`config.mk`:
```
export PLATFORM = sky130hd
export DESIGN_NAME = inst_fetch_q
export DESIGN_NICKNAME = d
export VERILOG_FILES = /design/src/rtl/inst_fetch_q.sv
export SDC_FILE = /design/constraint.sdc
export NUM_CORES = 1
export LEC_CHECK = 0
export ABC_AREA = 1
export BUFFER_PORTS_ARGS = -buffer_cell sky130_fd_sc_hd__buf_4
export CAP_MARGIN = 20
export CORE_ASPECT_RATIO = 2
export CORE_MARGIN = 4
export CORE_UTILIZATION = 25
export CTS_CLUSTER_SIZE = 8
export DETAILED_ROUTE_END_ITERATION = 6
export GPL_TIMING_DRIVEN = 0
export HOLD_SLACK_MARGIN = 0.03
export PLACE_DENSITY = 0.45
export SLEW_MARGIN = 20
export SYNTH_ARGS = -nofsm -noshare
export SYNTH_HDL_FRONTEND = slang
export SYNTH_SLANG_ARGS = --single-unit
```
`constraint.sdc`:
```
create_clock -name clk -period 5.6 [get_ports clk]
set_clock_uncertainty 0.15 [all_clocks]
set_input_delay 0.84 -clock clk [delete_from_list [all_inputs] [get_ports clk]]
set_output_delay 0.84 -clock clk [all_outputs]
set_load 0.05 [all_outputs]
```
`src/rtl/inst_fetch_q.sv`:
```
// -----------------------------------------------------------------------------
// inst_fetch_q
//
// Instruction-fetch unit with a prefetch queue. It keeps its own fetch PC,
// issues word reads to a synchronous instruction memory (one-cycle read
// latency), buffers returned words in a QDEPTH-entry FIFO and presents the
// FIFO head to decode over a valid/ready handshake. A jump flushes the queue,
// squashes the in-flight read and redirects fetch.
//
// Parameters:
//   RESET_PC  first fetch address after reset (word aligned)
//   MEM_AW    instruction memory word-address width
//   QDEPTH    prefetch queue entries (power of 2, >= 2)
//
// Ports:
//   clk, rst            clock, synchronous active-high reset
//   jmp_vld, jmp_addr   redirect request and target (bits [1:0] ignored)
//   out_vld, out_rdy    head-of-queue handshake towards decode
//   out_pc, out_inst    head entry (zero when the queue is empty)
//   imem_en, imem_addr  read strobe and word address to instruction memory
//   imem_data           read data, valid the cycle after imem_en
// -----------------------------------------------------------------------------
module inst_fetch_q #(
    parameter logic [31:0] RESET_PC = 32'h0000_0000,
    parameter int          MEM_AW   = 10,
    parameter int          QDEPTH   = 4
) (
    input  logic              clk,
    input  logic              rst,
    input  logic              jmp_vld,
    input  logic [31:0]       jmp_addr,
    output logic              out_vld,
    input  logic              out_rdy,
    output logic [31:0]       out_pc,
    output logic [31:0]       out_inst,
    output logic              imem_en,
    output logic [MEM_AW-1:0] imem_addr,
    input  logic [31:0]       imem_data
);

    localparam int PW = $clog2(QDEPTH);
    localparam logic [PW+1:0] QD_LIMIT = (PW+2)'(QDEPTH);

    logic [31:0]   fpc_reg;
    logic          rsp_vld_reg;
    logic [31:0]   rsp_pc_reg;
    logic [31:0]   q_pc_reg   [QDEPTH];
    logic [31:0]   q_inst_reg [QDEPTH];
    logic [PW-1:0] wr_ptr_reg;
    logic [PW-1:0] rd_ptr_reg;
    logic [PW:0]   count_reg;

    logic          not_empty;
    logic          pop;
    logic          push;
    logic          issue;
    logic [PW+1:0] occupancy;

    assign not_empty = (count_reg != '0);

    // Reset and jump both block the handshake so nothing is consumed in a
    // cycle whose queue contents are about to be discarded.
    assign out_vld = not_empty & ~jmp_vld & ~rst;
    assign pop     = out_vld & out_rdy;

    // Credit: entries held plus the read in flight, minus what leaves this
    // cycle. Including pop lets fetch resume the very cycle decode accepts.
    assign occupancy = {1'b0, count_reg} + (PW+2)'(rsp_vld_reg) - (PW+2)'(pop);
    assign issue     = ~jmp_vld & ~rst & (occupancy < QD_LIMIT);
    assign imem_en   = issue;
    assign imem_addr = fpc_reg[MEM_AW+1:2];

    // A response landing in a jump cycle belongs to the old path; drop it.
    assign push = rsp_vld_reg & ~jmp_vld & ~rst;

    assign out_pc   = (not_empty & ~rst) ? q_pc_reg[rd_ptr_reg]   : 32'h0;
    assign out_inst = (not_empty & ~rst) ? q_inst_reg[rd_ptr_reg] : 32'h0;

    // Control state: fetch PC, in-flight tracker, queue pointers and count.
    always_ff @(posedge clk) begin
        if (rst) begin
            fpc_reg     <= RESET_PC;
            rsp_vld_reg <= 1'b0;
            rsp_pc_reg  <= 32'h0;
            wr_ptr_reg  <= '0;
            rd_ptr_reg  <= '0;
            count_reg   <= '0;
        end else if (jmp_vld) begin
            fpc_reg     <= jmp_addr & 32'hFFFF_FFFC;
            rsp_vld_reg <= 1'b0;
            wr_ptr_reg  <= '0;
            rd_ptr_reg  <= '0;
            count_reg   <= '0;
        end else begin
            if (issue) begin
                fpc_reg     <= fpc_reg + 32'd4;
                rsp_vld_reg <= 1'b1;
                rsp_pc_reg  <= fpc_reg;
            end else begin
                rsp_vld_reg <= 1'b0;
            end
            if (push) begin
                wr_ptr_reg <= wr_ptr_reg + PW'(1);
            end
            if (pop) begin
                rd_ptr_reg <= rd_ptr_reg + PW'(1);
            end
            case ({push, pop})
                2'b10:   count_reg <= count_reg + (PW+1)'(1);
                2'b01:   count_reg <= count_reg - (PW+1)'(1);
                default: count_reg <= count_reg;
            endcase
        end
    end

    // Queue storage: one register pair per entry, written when it is the
    // current write slot. Contents need no reset; count gates visibility.
    generate
        for (genvar gi = 0; gi < QDEPTH; gi++) begin : g_entry
            always_ff @(posedge clk) begin
                if (push && (wr_ptr_reg == PW'(gi))) begin
                    q_pc_reg[gi]   <= rsp_pc_reg;
                    q_inst_reg[gi] <= imem_data;
                end
            end
        end
    endgenerate

endmodule

```
======== Word-level counts from Yosys, hierarchy flattened ========
Memory sizes are Yosys's and may differ from the RTL's. A register that Yosys moved wholly into a read port is not among the register bits.
Index checks and enable logic that the tools add are counted.
operators by class
  bitwise gates (word level) .............. 10
  $add $sub $neg .......................... 7
  reductions and logical operators ........ 16
  muxes and demuxes ....................... 36
  equal/unequal tests ..................... 5
  magnitude comparators ................... 1
operators by type and width
  kind                     number
  $mux W32                 10
  $reduce_or A32 Y1        6
  $add A32 B3 Y32 const B  1
  $mux W2                  10
  $mux W1                  15
  $and A1 B1 Y1            8
  $eq A2 B2 Y1 const B     3
  $pmux W3 S2              1
  $add A2 B1 Y2 const B    2
  $add A3 B1 Y4            1
  $eq A2 B1 Y1 const B     2
  $logic_and A1 B1 Y1      4
  $lt A4 B3 Y1 const B     1
  $reduce_bool A2 Y1       2
  $sub A4 B1 Y4            1
  $add A3 B1 Y3 const B    1
  $reduce_bool A3 Y1       1
  $sub A3 B1 Y3 const B    1
  $logic_not A2 Y1         1
  $not A1 Y1               2
  $reduce_and A2 Y1        1
  $reduce_or A2 Y1         1
word-level totals
  memory bits (writable) .................. 256
  memories ................................ 2
  register bits ........................... 72
  output and inout bits ................... 76
  logic and storage cells ................. 84
memory list
  memory      words  width  rd ports  clocked after memory_dff  wr ports  RTL line  RTL
  q_inst_reg  4      32     1         1                         1         48        logic [31:0] q_inst_reg [QDEPTH];
  q_pc_reg    4      32     1         1                         1         47        logic [31:0] q_pc_reg [QDEPTH];

======== Depth between registers and ports, before layout ========
  word-level depth ........................ 10
  depth in mapped cells ................... 19
  depth with buffers taken out ............ 18

======== Least setup slack after synthesis ========
OpenSTA, ideal clock, no wires.
  path type ............................... input-to-reg
  start point ............................. input port jmp_vld
  end point ............................... memory q_inst_reg[0][0], enable pin
  path slack .............................. 1.059 ns
  required time ........................... 4.968 ns
  library setup time ...................... 0.482 ns
  arrival time ............................ 3.908 ns
  cell stages on the path ................. 4
  buffers on the path ..................... 1
  cells stage by stage .................... buf_4 -> nor2_4 -> nand2_1 -> nor2_1
on the way
  word-level cells in the longest chain between the ends .. 10
  elaborated cells between the ends (all ways) .. 24
  classes of those cells .................. mux: 14; bitwise: 3; reduce/logical: 7
ends and longest elaborated chain
  element                                                                   RTL line  RTL
  start, declared                                                           30        input logic jmp_vld,
  $not A1 Y1 (no source line) (*)                                           -
  $and A1 B1 Y1 (*) (2 in series)                                           74        assign push = rsp_vld_reg & ~jmp_vld & ~rst;
  $logic_and A1 B1 Y1                                                       121       if (push && (wr_ptr_reg == PW'(gi))) begin
  $mux W1                                                                   121
  $mux W1 (implied by the code)                                             123       q_inst_reg[gi] <= imem_data;
  $reduce_or A32 Y1 (no source line)                                        -
  $mux W2 (no source line) / $mux W1 (equally long branches) (3 in series)  -
  end, declared                                                             48
Every way passes the cells marked *; elsewhere a longest branch is shown, timed or not.

======== Worst setup path in the final report ========
  start point ............................. register count_reg[0]
  end point ............................... output port imem_en
on the way
  word-level cells in the longest chain between the ends .. 7
  elaborated cells between the ends (all ways) .. 8
  classes of those cells .................. add/sub: 2; order compare: 1; bitwise: 4; reduce/logical: 1
ends and longest elaborated chain
  element                      RTL line  RTL
  start, declared              51        logic [PW:0] count_reg;
  start signal, assigned       109       2'b10: count_reg <= count_reg + (PW+1)'(1);
  start signal, assigned       110       2'b01: count_reg <= count_reg - (PW+1)'(1);
  start signal, assigned       111       default: count_reg <= count_reg;
  $reduce_bool A3 Y1           59        assign not_empty = (count_reg != '0);
  $and A1 B1 Y1 (2 in series)  63        assign out_vld = not_empty & ~jmp_vld & ~rst;
  $and A1 B1 Y1                64        assign pop = out_vld & out_rdy;
  named net pop                54        logic pop;
  $sub A4 B1 Y4                68        assign occupancy = {1'b0, count_reg} + (PW+2)'(rsp_vld_reg) - (PW+2)'(pop);
  $lt A4 B3 Y1                 69        assign issue = ~jmp_vld & ~rst & (occupancy < QD_LIMIT);
  $and A1 B1 Y1                69
  end, declared                36        output logic imem_en,
The timed path passes the listed nets, and every way through them passes these cells.

==> flow_metrics.env <==
export IMPL_period_share=0.870
export IMPL_cts_tree="done"
export IMPL_io_buffers=138
export IMPL_hold_ws_ns=0.341
export IMPL_clock_root_buffer="clkbuf_16"
export IMPL_fmax_ghz=0.205
export IMPL_hold_viol_final=0
export IMPL_relSlewSlack=0.391
export IMPL_worstPathArrival_ns=3.88
export IMPL_yosysWarnings=0
export IMPL_synthTopCellsByArea="edfxtp_1 55%, dfxtp_1 10%, nor2_1 8.4%"
export IMPL_fill_cells=5549
export IMPL_vias=10160
export IMPL_wl_met3_um=1740
export IMPL_largest_reg_flops=128
export IMPL_drt_iter0_markers=565
export IMPL_die_h_um=338
export IMPL_initial_core_util=0.253
export IMPL_synth_ff_type="edfxtp_1"
export IMPL_htreeDepth=2
export IMPL_powerDensity_mw_per_mm2=315
export IMPL_peakVddDrop_mv=0.197
export IMPL_overflow=0
export IMPL_synth_edf_count=248
export IMPL_setup_slack_ns=0.727
export IMPL_syn_inst=1350
export IMPL_holdCritPathClass="reg2reg"
export IMPL_core_area_mm2=0.0538
export IMPL_cts_buffers=45
export IMPL_grtUsageTotal=0.145
export IMPL_drive_gt1_frac=0.173
export IMPL_grt_setup_unrepaired="no"
export IMPL_cp_end_kind="output port"
export IMPL_setup_viol_count_final=0
export IMPL_dieArea_mm2=0.0585
export IMPL_critPathKind="reg2out"
export IMPL_diodes=0
export IMPL_cap_violations=0
export IMPL_top_layer="met4"
export IMPL_syn_cell_area_mm2=0.0136
export IMPL_async_flop_share=0
export IMPL_status="finished, final reports clean"
export IMPL_yosysSeqAreaShare=0.650
export IMPL_wl_met1_um=16300
export IMPL_dp_slack_ns=0.866
export IMPL_drc=0
export IMPL_hp_start="rsp_pc_reg[10]$_SDFFE_PP0P_"
export IMPL_grt_pass1_vias=10634
export IMPL_fin_cells=2237
export IMPL_grt_pass1_wl_um=64500
export IMPL_fp_row_count=120
export IMPL_ys_ff_latch=318
export IMPL_cp_required_ns=4.61
export IMPL_synth_top_area_frac=0.547
export IMPL_cp_max_fo=10
export IMPL_power_mw=5.36
export IMPL_post_route_util=0.317
export IMPL_final_max_slew_violation_count=0
export IMPL_fin_nets=1626
export IMPL_dp_hpwl_um=31400
export IMPL_dieWidth_um=173
export IMPL_antenna_found_initial=0
export IMPL_final_antenna_net_count=0
export IMPL_wl_met2_um=23500
export IMPL_synth_top_cell_by_area="edfxtp_1"
export IMPL_post_cts_resized=0
export IMPL_period_needed_ns=4.87
export IMPL_dp_cells=2172
export IMPL_cts_sink_count=318
export IMPL_startpoint="count_reg[0]$_SDFFE_PP0P_"
export IMPL_start_kind="flop"
export IMPL_gp_congestion=0.918
export IMPL_leakage_nw=6.33
export IMPL_grt_max_degree=21
export IMPL_tightestPinTransition_ns=0.914
export IMPL_timing_rr_start="count_reg[0]$_SDFFE_PP0P_"
export IMPL_post_drt_wl_per_cell_um=19.4
export IMPL_totalWireLength_um=43400
export IMPL_clockBufferDepth=3
export IMPL_syn_to_final_growth_pct=25.0
export IMPL_dr_pass1_iters=5
export IMPL_ctsHoldBuffers=0
export IMPL_cts_setup_buffers=0
export IMPL_ioPinCount=144
export IMPL_vias_per_cell=4.54
export IMPL_clkTransAtPathRegs_ns=0.05
export IMPL_ys_types=41
export IMPL_synth_area_per_cell_um2=10.1
export IMPL_worstSkewPairLatency_ns=0.54
Yosys cell counts, drive strengths merged, types with 2 or more instances:
cell type,count
a21boi,2
a21oi,122
a22oi,6
buf,38
clkbuf,43
clkinv,4
dfxtp,70
dlygate4sd1,2
edfxtp,248
ha,9
inv,68
nand2,182
nand3,58
nand4,3
nor2,312
nor3,3
o21ai,172
cell families after synthesis:
family / synth area share
simple gates: 0.171
flops: 0.650
compound gates: 0.115
buf+inv: 0.0528
fa+ha+maj: 0.00974
xor+xnor: 0.00129
other cells: 0.000275
metal layers:
layer	GRT usage	vias up
met5	0	-
met4	0.0638	0
met3	0.0229	92
met2	0.287	271
met1	0.150	4814
li1	-	4983
placed cells by master, fill, tap and decap left out, types with 4 or more instances in the layout:
cell / count
dfxtp_1: 70
nor2_4: 7
nand2_1: 171
nor2_1: 300
buf_6: 5
buf_4: 153
inv_1: 62
nand3_1: 57
buf_2: 15
nand2_4: 5
inv_2: 6
a22oi_1: 6
edfxtp_1: 248
o21ai_0: 151
o21ai_1: 21
nand2_2: 6
clkbuf_1: 58
ha_1: 9
a21oi_1: 119
buf_16: 4
buf_12: 7
clkbuf_16: 46
area by class of cell:
type | instances | area (µm²) | area share
repair buffers | 150 | 1300 | 0.0764
well taps | 671 | 840 | 0.0493
inverters | 72 | 274 | 0.0161
clock buffers | 63 | 1210 | 0.0714
plain buffers | 83 | 445 | 0.0262
clock inverters | 2 | 20.0 | 0.00118
multi-input cells | 878 | 4080 | 0.240
flip-flops and latches | 318 | 8850 | 0.520
worst max-delay path, cell delays in order, from the launching register on:
cell	delay (ns)
dfxtp_1	0.35
o31ai_4	0.81
nor2_1	0.19
nand2_1	0.20
inv_1	0.09
ha_1	0.18
inv_1	0.05
ha_1	0.23
nand3_1	0.11
nand2_1	0.05
nand2_1	0.06
nand3_2	0.11
nor2_4	0.22
buf_6	0.18
buf_2	0.25
buf_4	0.25
report_power, final:
| group | total, mW | leakage, nW | switching, mW | internal [mW] |
|---|---|---|---|---|
| Sequential | 2.64 | 2.83 | 0.0458 | 2.59 |
| Clock | 2.45 | 0.595 | 0.966 | 1.48 |
| Combinational | 0.274 | 2.91 | 0.174 | 0.100 |
| Total | 5.36 | 6.33 | 1.19 | 4.17 |
metrics by stage:
stage | instance area (µm²) | TNS, ns
2_1_floorplan | 13600 | 0
3_3_place_gp | 15500 | -437.81
3_5_place_dp | 15800 | 0
4_1_cts | 17000 | 0
5_1_grt | 17000 | 0
6_report | 17000 | 0
final timing paths:
path / end / slack, ns / cells after the start
max: imem_en / 0.73 / 15
min reg2reg: q_pc_reg[0][10]$_DFFE_PP_ / 0.34 / 0
max reg2reg: fpc_reg[30]$_SDFFE_PP0P_ / 2.12 / 17
min: q_pc_reg[0][10]$_DFFE_PP_ / 0.34 / 0
No activity file was read; power rests on OpenSTA's default activity.
